$ cat src/rtl/ss_pop_unit_pkg.sv
// Shadow-stack pop unit: shared types, constants and helpers.
// Imported by the pop FSM and its bench.
package ss_pop_unit_pkg;

  localparam int unsigned SS_XLEN     = 64;
  localparam int unsigned SS_VLEN     = 64;
  localparam int unsigned SS_PLEN     = 56;
  localparam int unsigned SS_TID_BITS = 3;

  localparam logic [63:0] SW_CHECK_CAUSE = 64'd18;
  localparam logic [63:0] SS_TVAL        = 64'd3;
  localparam logic [63:0] LD_MISAL_CAUSE = 64'd4;

  localparam logic [SS_VLEN-1:0] SS_ALIGN_MASK =
    SS_VLEN'((SS_XLEN / 8) - 1);

  typedef enum logic {
    SSPOP    = 1'b0,
    SSPOPCHK = 1'b1
  } ss_pop_op_t;

  typedef enum logic [2:0] {
    IDLE,
    WAIT_TRANS,
    WAIT_GNT,
    WAIT_RVALID,
    DRAIN
  } ss_pop_state_e;

  function automatic logic ss_addr_misaligned(
    input logic [SS_VLEN-1:0] vaddr
  );
    return (vaddr & SS_ALIGN_MASK) != '0;
  endfunction

endpackage

$ cat src/rtl/ss_pop_unit.sv
// Shadow-stack reader: translate, load one word, return it or
// compare it against the link register and trap on mismatch.
module ss_pop_unit
  import ss_pop_unit_pkg::*;
#(
  parameter int unsigned XLEN          = SS_XLEN,
  parameter int unsigned VLEN          = SS_VLEN,
  parameter int unsigned PLEN          = SS_PLEN,
  parameter int unsigned TRANS_ID_BITS = SS_TID_BITS
) (
  input  logic                     clk_i,
  input  logic                     rst_ni,
  input  logic                     flush_i,
  input  logic                     valid_i,
  output logic                     ready_o,
  input  logic                     chk_i,
  input  logic [VLEN-1:0]          vaddr_i,
  input  logic [XLEN-1:0]          expected_i,
  input  logic [TRANS_ID_BITS-1:0] trans_id_i,
  output logic                     translation_req_o,
  output logic [VLEN-1:0]          vaddr_o,
  input  logic                     dtlb_hit_i,
  input  logic [PLEN-1:0]          paddr_i,
  input  logic                     ex_valid_i,
  input  logic [XLEN-1:0]          ex_cause_i,
  output logic                     ld_req_o,
  output logic [PLEN-1:0]          ld_addr_o,
  input  logic                     ld_gnt_i,
  output logic                     ld_kill_o,
  input  logic                     ld_rvalid_i,
  input  logic [XLEN-1:0]          ld_rdata_i,
  output logic                     valid_o,
  output logic [TRANS_ID_BITS-1:0] trans_id_o,
  output logic [XLEN-1:0]          result_o,
  output logic                     ex_valid_o,
  output logic [XLEN-1:0]          ex_cause_o,
  output logic [XLEN-1:0]          ex_tval_o,
  output logic                     ssp_incr_o
);

  ss_pop_state_e            r_state;
  ss_pop_state_e            w_next;
  ss_pop_op_t               r_op;
  logic [VLEN-1:0]          r_vaddr;
  logic [XLEN-1:0]          r_expected;
  logic [TRANS_ID_BITS-1:0] r_trans_id;
  logic [PLEN-1:0]          r_paddr;

  logic                     r_valid;
  logic [TRANS_ID_BITS-1:0] r_rsp_id;
  logic [XLEN-1:0]          r_result;
  logic                     r_ex_valid;
  logic [XLEN-1:0]          r_ex_cause;
  logic [XLEN-1:0]          r_ex_tval;
  logic                     r_ssp_incr;

  logic                     w_accept;
  logic                     w_paddr_en;
  logic                     w_misaligned;
  logic                     w_match;
  logic                     w_rsp_valid;
  logic [TRANS_ID_BITS-1:0] w_rsp_id;
  logic [XLEN-1:0]          w_rsp_result;
  logic                     w_rsp_ex;
  logic [XLEN-1:0]          w_rsp_cause;
  logic [XLEN-1:0]          w_rsp_tval;
  logic                     w_rsp_incr;

  assign w_misaligned = ss_addr_misaligned(vaddr_i);
  assign w_match      = (ld_rdata_i == r_expected);

  always_comb begin
    w_next            = r_state;
    ready_o           = 1'b0;
    translation_req_o = 1'b0;
    vaddr_o           = '0;
    ld_req_o          = 1'b0;
    ld_addr_o         = '0;
    ld_kill_o         = 1'b0;
    w_accept          = 1'b0;
    w_paddr_en        = 1'b0;
    w_rsp_valid       = 1'b0;
    w_rsp_id          = r_trans_id;
    w_rsp_result      = '0;
    w_rsp_ex          = 1'b0;
    w_rsp_cause       = '0;
    w_rsp_tval        = '0;
    w_rsp_incr        = 1'b0;

    unique case (r_state)
      IDLE: begin
        ready_o = 1'b1;
        if (valid_i && !flush_i) begin
          w_accept = 1'b1;
          w_rsp_id = trans_id_i;
          if (w_misaligned) begin
            w_rsp_valid = 1'b1;
            w_rsp_ex    = 1'b1;
            w_rsp_cause = XLEN'(LD_MISAL_CAUSE);
            w_rsp_tval  = XLEN'(vaddr_i);
          end else begin
            translation_req_o = 1'b1;
            vaddr_o           = vaddr_i;
            if (ex_valid_i) begin
              w_rsp_valid = 1'b1;
              w_rsp_ex    = 1'b1;
              w_rsp_cause = ex_cause_i;
              w_rsp_tval  = XLEN'(vaddr_i);
            end else if (dtlb_hit_i) begin
              w_paddr_en = 1'b1;
              w_next     = WAIT_GNT;
            end else begin
              w_next = WAIT_TRANS;
            end
          end
        end
      end

      WAIT_TRANS: begin
        if (flush_i) begin
          w_next = IDLE;
        end else begin
          translation_req_o = 1'b1;
          vaddr_o           = r_vaddr;
          if (ex_valid_i) begin
            w_rsp_valid = 1'b1;
            w_rsp_ex    = 1'b1;
            w_rsp_cause = ex_cause_i;
            w_rsp_tval  = XLEN'(r_vaddr);
            w_next      = IDLE;
          end else if (dtlb_hit_i) begin
            w_paddr_en = 1'b1;
            w_next     = WAIT_GNT;
          end
        end
      end

      WAIT_GNT: begin
        ld_req_o  = 1'b1;
        ld_addr_o = r_paddr;
        // A grant racing a flush still leaves a load in flight.
        if (flush_i) begin
          if (ld_gnt_i) begin
            ld_kill_o = 1'b1;
            w_next    = DRAIN;
          end else begin
            w_next = IDLE;
          end
        end else if (ld_gnt_i) begin
          w_next = WAIT_RVALID;
        end
      end

      WAIT_RVALID: begin
        if (flush_i) begin
          if (ld_rvalid_i) begin
            w_next = IDLE;
          end else begin
            ld_kill_o = 1'b1;
            w_next    = DRAIN;
          end
        end else if (ld_rvalid_i) begin
          w_rsp_valid = 1'b1;
          w_next      = IDLE;
          if (r_op == SSPOP) begin
            w_rsp_result = ld_rdata_i;
            w_rsp_incr   = 1'b1;
          end else if (w_match) begin
            w_rsp_incr = 1'b1;
          end else begin
            w_rsp_ex    = 1'b1;
            w_rsp_cause = XLEN'(SW_CHECK_CAUSE);
            w_rsp_tval  = XLEN'(SS_TVAL);
          end
        end
      end

      DRAIN: begin
        if (ld_rvalid_i) begin
          w_next = IDLE;
        end
      end

      default: begin
        w_next = IDLE;
      end
    endcase
  end

  always_ff @(posedge clk_i or negedge rst_ni) begin
    if (!rst_ni) begin
      r_state    <= IDLE;
      r_op       <= SSPOP;
      r_vaddr    <= '0;
      r_expected <= '0;
      r_trans_id <= '0;
      r_paddr    <= '0;
    end else begin
      r_state <= w_next;
      if (w_accept) begin
        r_op       <= ss_pop_op_t'(chk_i);
        r_vaddr    <= vaddr_i;
        r_expected <= expected_i;
        r_trans_id <= trans_id_i;
      end
      if (w_paddr_en) begin
        r_paddr <= paddr_i;
      end
    end
  end

  always_ff @(posedge clk_i or negedge rst_ni) begin
    if (!rst_ni) begin
      r_valid    <= 1'b0;
      r_rsp_id   <= '0;
      r_result   <= '0;
      r_ex_valid <= 1'b0;
      r_ex_cause <= '0;
      r_ex_tval  <= '0;
      r_ssp_incr <= 1'b0;
    end else begin
      r_valid    <= w_rsp_valid;
      r_rsp_id   <= w_rsp_valid ? w_rsp_id : '0;
      r_result   <= w_rsp_result;
      r_ex_valid <= w_rsp_ex;
      r_ex_cause <= w_rsp_cause;
      r_ex_tval  <= w_rsp_tval;
      r_ssp_incr <= w_rsp_incr;
    end
  end

  assign valid_o    = r_valid;
  assign trans_id_o = r_rsp_id;
  assign result_o   = r_result;
  assign ex_valid_o = r_ex_valid;
  assign ex_cause_o = r_ex_cause;
  assign ex_tval_o  = r_ex_tval;
  assign ssp_incr_o = r_ssp_incr;

endmodule

$ cat config.mk
export PLATFORM = sky130hd
export DESIGN_NAME = ss_pop_unit
export DESIGN_NICKNAME = d
export VERILOG_FILES = /design/src/rtl/ss_pop_unit_pkg.sv /design/src/rtl/ss_pop_unit.sv
export SDC_FILE = /design/constraint.sdc
export NUM_CORES = 1
export LEC_CHECK = 0
export ABC_AREA = 1
export CAP_MARGIN = 0
export CORE_MARGIN = 2
export CORE_UTILIZATION = 25
export DETAILED_ROUTE_END_ITERATION = 8
export PLACE_DENSITY = 0.56
export SLEW_MARGIN = 15
export SYNTH_ARGS = -nofsm -noshare
export SYNTH_HDL_FRONTEND = slang
export SYNTH_SLANG_ARGS = --single-unit
$ cat constraint.sdc
create_clock -name clk_i -period 2.7 [get_ports clk_i]
set_input_delay 0.405 -clock clk_i [delete_from_list [all_inputs] [get_ports clk_i]]
set_output_delay 0.405 -clock clk_i [all_outputs]
set_load 0.1 [all_outputs]
# Yosys cells after proc, flatten, opt, wreduce, memory -nomap -nowiden
# Index checks and enable logic that the tools add are counted.
# classes
muxes	81
eq_ne	10
n_reduce_logical	5
# ops
op	n
64-bit 2-to-1 mux	16
64-bit case mux with 3 select lines	2
64-bit case mux with 2 select lines	1
64-bit == test	1
64-bit nonzero test	1
56-bit 2-to-1 mux	1
3-bit 2-to-1 mux	15
1-bit 2-to-1 mux	31
5-bit 2-to-1 mux	4
3-bit case mux with 5 select lines	1
2-bit 2-to-1 mux	5
3-bit by 2-bit == test with 1-bit output, second input constant	2
2-bit != test, second input constant	3
1-bit case mux with 2 select lines	3
1-bit case mux with 3 select lines	2
5-bit AND reduction	1
4-bit != test, second input constant	1
3-bit by 1-bit == test with 1-bit output, second input constant	1
3-bit == test, second input constant	1
3-bit zero test	1
3-bit != test, second input constant	1
1-bit logical AND	1
1-bit zero test	1
# totals
output_inout_bits	322
register_bits	389

# Longest topological paths before layout
# depth
word_depth	6
ltp_mapped	13

# Worst setup path before layout
# No wires, ideal clock.
# synth_timing
path_kind	flip-flop to output port
from	register r_state[2]
to	output port ld_addr_o[15]
setup_slack_ps	-1551
path_stages_with_launch	8
arrival_ps	3846
n_path_buf	2
path_cell_list	dfrtp_1 -> nor2_1 -> inv_1 -> nor2_1 -> inv_1 -> clkbuf_1 -> clkbuf_1 -> nor2_1
# synth_between
elab_chain_cells	2
# synth_lines
element	line	rtl
start: declaration	ss_pop_unit.sv:41	ss_pop_state_e r_state;
start signal: assignment	ss_pop_unit.sv:199	r_state <= w_next;
3-bit by 2-bit == test with 1-bit output	ss_pop_unit.sv:90	unique case (r_state)
56-bit 2-to-1 mux	ss_pop_unit.sv:90	
end: declaration	ss_pop_unit.sv:27	output logic [PLEN-1:0] ld_addr_o,
# Every way passes these cells.

# Worst setup path in the final report
# layout_timing
from	register r_state[1]
to	output port vaddr_o[17]
# layout_between
elab_chain_cells	2
word_cells_on_any_way	3
# layout_lines
element	line	rtl
3-bit by 1-bit == test with 1-bit output / 3-bit zero test (equally long branches)	ss_pop_unit.sv:90	
64-bit case mux with 2 select lines *	ss_pop_unit.sv:90	
end: declaration	ss_pop_unit.sv:21	output logic [VLEN-1:0] vaddr_o,
# Mark *: on every way between the ends. The rest lies on a longest branch, timed or not.

==> impl_metrics.yaml <==
finish:
  design_area_um2: 27970
  final_util: 0.4418
  nets: 2818
  area_growth_pct: 73.90
  drive_gt1_frac: 0.2641
  stdcell_count: 3382
sta:
  slew_headroom: 0.4688
  setup_viol: 0
  min_period_ns: 2.694
  fin_crit_sh: 0.9976
  rsz0062_at_grt: "true"
  finalSetupTns_ns: 0
  worst_pin_slew_ns: 0.7968
  finalHoldViolations: 0
  finClkSkew_ns: 0.01327
  max_freq_mhz: 371.3
  drv_slew: 0
power:
  combPwrFrac: 0.463
  intPower_mw: 15.08
  ir_worst_vdd_uv: 456.3
  p_sw_mw: 12.08
  pwr-share-clk: 0.234
  p_total_mw: 27.15
  seqPwrFrac: 0.303
  p_per_area_nw_per_um2: 970.8
  netSwitchingFraction: 0.4447
  leakage_nw: 13.04
clock_tree:
  root_buffer: "clkbuf_16"
  htree_levels: 2
  cts_buffer_depth: 3
  cts_tree: "done"
  numCtsBuffers: 46
  clkLatencyLatePin_ns: 0.57
  clock_sinks: 389
  clkTransAtPathRegs_ns: 0.06
floorplan:
  rows: 92
  core_area_um2: 63310
  fp.dieH_um: 257.7
  top_level_ports: 646
  die_w_um: 257.7
  die_area_um2: 66390
  initial_core_util: 0.2541
global_route:
  grt_antenna_before_repair: 13
  grt_pass1_wl_um: 96540
  grtUsageTotal: 0.1904
  grt_max_degree: 128
  grt_remaining_overflow: 0
  grt_pass1_vias: 15381
yosys:
  ys_seq_area_frac: 0.6052
  yosysTopAreaCell: "dfrtp_1"
  syn_area_um2: 16090
  avgSynthCellArea_um2: 8.819
  synth.distinct_cells: 27
  synth.net_count: 2148
  synth-seq-cells: 389
  synth_top_area_frac: 0.6052
  synthCells: 1824
  synth.area.top_cells: "dfrtp_1 (61%), nand2_1 (14%), inv_1 (5.1%)"
  ys.warnings.count: 0
setup_path:
  worstPathArrival_ns: 2.29
  r2r_start: "r_state[1]"
  critical_path_required_ns: 2.30
  crit_path_start_kind: "register"
  worstPathMaxFanout: 6
  r2r_slack_ns: 0.41
  endpoint_kind: "primary output"
  crit_start: "r_state[1]"
  path_class: "reg2out"
run:
  drv_cap: 0
place:
  io_buffers: 645
  post-dp-hpwl_um: 47680
  placed_cell_area_um2: 25760
  place.gp.congestion: 0.8645
  dp.cells: 3267
min_path:
  min_path_type: "in2async"
drt:
  drt-total-wl_um: 64450
  firstDrtPassIters: 5
  vias_per_cell: 4.417
  num_vias: 14937
  drt_iter0_drc: 990
  post_drt_wl_per_cell_um: 19.06
  ant_nets: 0
  drc: 0
run_status:
  outcome: "complete, no violations"
-- layer usage --
layer,up-vias,global-route usage,part of all wire
li1,7080,-,-
met1,7210,0.2242,0.39
met2,536,0.3292,0.50
met3,99,0.06370,0.084
met4,12,0.05539,0.024
met5,-,0,0.0012
-- Yosys cell counts --
master and number:
nor2_1 127, nor2_4 3, a32o_1 1, dfrtp_1 389, xor2_1 10, o22ai_1 31
nand2_1 592, o21ai_0 126, o21bai_1 1, buf_1 6, a21oi_1 5, inv_1 217
nor4_4 1, nor2_2 1, buf_2 3, or2_2 3, clkbuf_1 83, nor3_1 55
o21ai_1 56, nor3b_1 61, nor3_4 1, buf_6 7, nand3_1 5, buf_4 2
inv_2 5, o32ai_1 31, o211ai_1 2
-- sequential cells by signal, summed over array words and instances, names as in the netlist --
name and flops:
r_paddr 56, r_expected 64, r_trans_id 3, ex_valid_o 1, valid_o 1, result_o 64, ex_cause_o 64, trans_id_o 3
r_op 1, ssp_incr_o 1, r_state 3, r_vaddr 64, ex_tval_o 64
-- final timing paths --
check | to | cells past startpoint
max in group asynchronous | r_paddr[52] | 3
min in group clk_i | r_expected[27] | 3
worst min-delay path | ex_tval_o[17] | 2
worst max register to register | ex_tval_o[45] | 10
worst max-delay path | vaddr_o[17] | 12
worst min register to register | r_vaddr[41] | 2
-- per-stage QoR --
stage | hold WS (ns) | setup slack, ns
after detailed placement | 0.4011 | 0.08824
final | 0.3695 | 0.006476
after CTS | 0.3343 | -0.1282
after global placement | 0.3952 | 0.06207
after global routing | 0.3586 | -0.1042
after floorplan | 0.1094 | -0.3667
-- worst max-delay path, cell delays in order, from the launching register on --
cell and delay, ns:
dfrtp_1 0.39, inv_2 0.10, nand2_4 0.06, nor2_4 0.13
inv_4 0.05, nor2_4 0.09, inv_2 0.06, nor2_4 0.12
buf_8 0.17, buf_12 0.18, nand2_4 0.09, nand2_8 0.07
buf_12 0.17
-- cells in the final DEF, fill, tap and decap left out, drive strengths merged --
| cell | n |
|---|---|
| bufbuf | 1 |
| a32o | 1 |
| or2 | 3 |
| diode | 7 |
| nor3b | 61 |
| o21ai | 182 |
| buf | 397 |
| nor3 | 56 |
| nand3 | 5 |
| bufinv | 2 |
| o22ai | 31 |
| dfrtp | 389 |
| nand2 | 592 |
| o211ai | 2 |
| a21oi | 5 |
| xor2 | 10 |
| clkinv | 8 |
| clkinvlp | 5 |
| nor4 | 1 |
| nor2 | 131 |
| dlygate4sd3 | 1 |
| inv | 223 |
| clkdlybuf4s50 | 322 |
| o21bai | 1 |
| o32ai | 31 |
| clkbuf | 69 |
-- what timing repair did --
action	CTS	global route
hold buffers	1	0
buffers inserted	11	6
gates cloned	6	1
gates resized for setup	81	10
endpoints found under the hold margin	48	0
setup endpoints to repair	101	78
pin swaps	4	4
-- layout make-up --
| class | count | area [µm²] |
|---|---|---|
| fill | 5949 | 35340 |
| clock inverter | 15 | 142.6 |
| inverter | 222 | 854.6 |
| tap | 846 | 1059 |
| multi-input combinational | 1112 | 6581 |
| sequential | 389 | 9737 |
| timing repair buffer | 722 | 8154 |
| antenna | 7 | 17.52 |
| timing repair inverter | 1 | 8.758 |
| clock buffer | 68 | 1418 |
-- cells by family after synthesis --
family,synth area share
compound gates,0.08914
xor+xnor,0.005445
buf+inv,0.07934
flops,0.6052
simple gates,0.2209
-- power groups by stage --
stage          combinational (mW)  clock, mW  sequential, mW
3_5_place_dp                 12.3          0            8.32
6_report                     12.6       6.35            8.23
4_1_cts                      12.6       6.55            8.22
5_1_grt                      13.4       6.80            8.40
3_3_place_gp                 12.2          0            8.27
2_1_floorplan                6.50          0            10.0
Power figures use the tool's default switching activity.
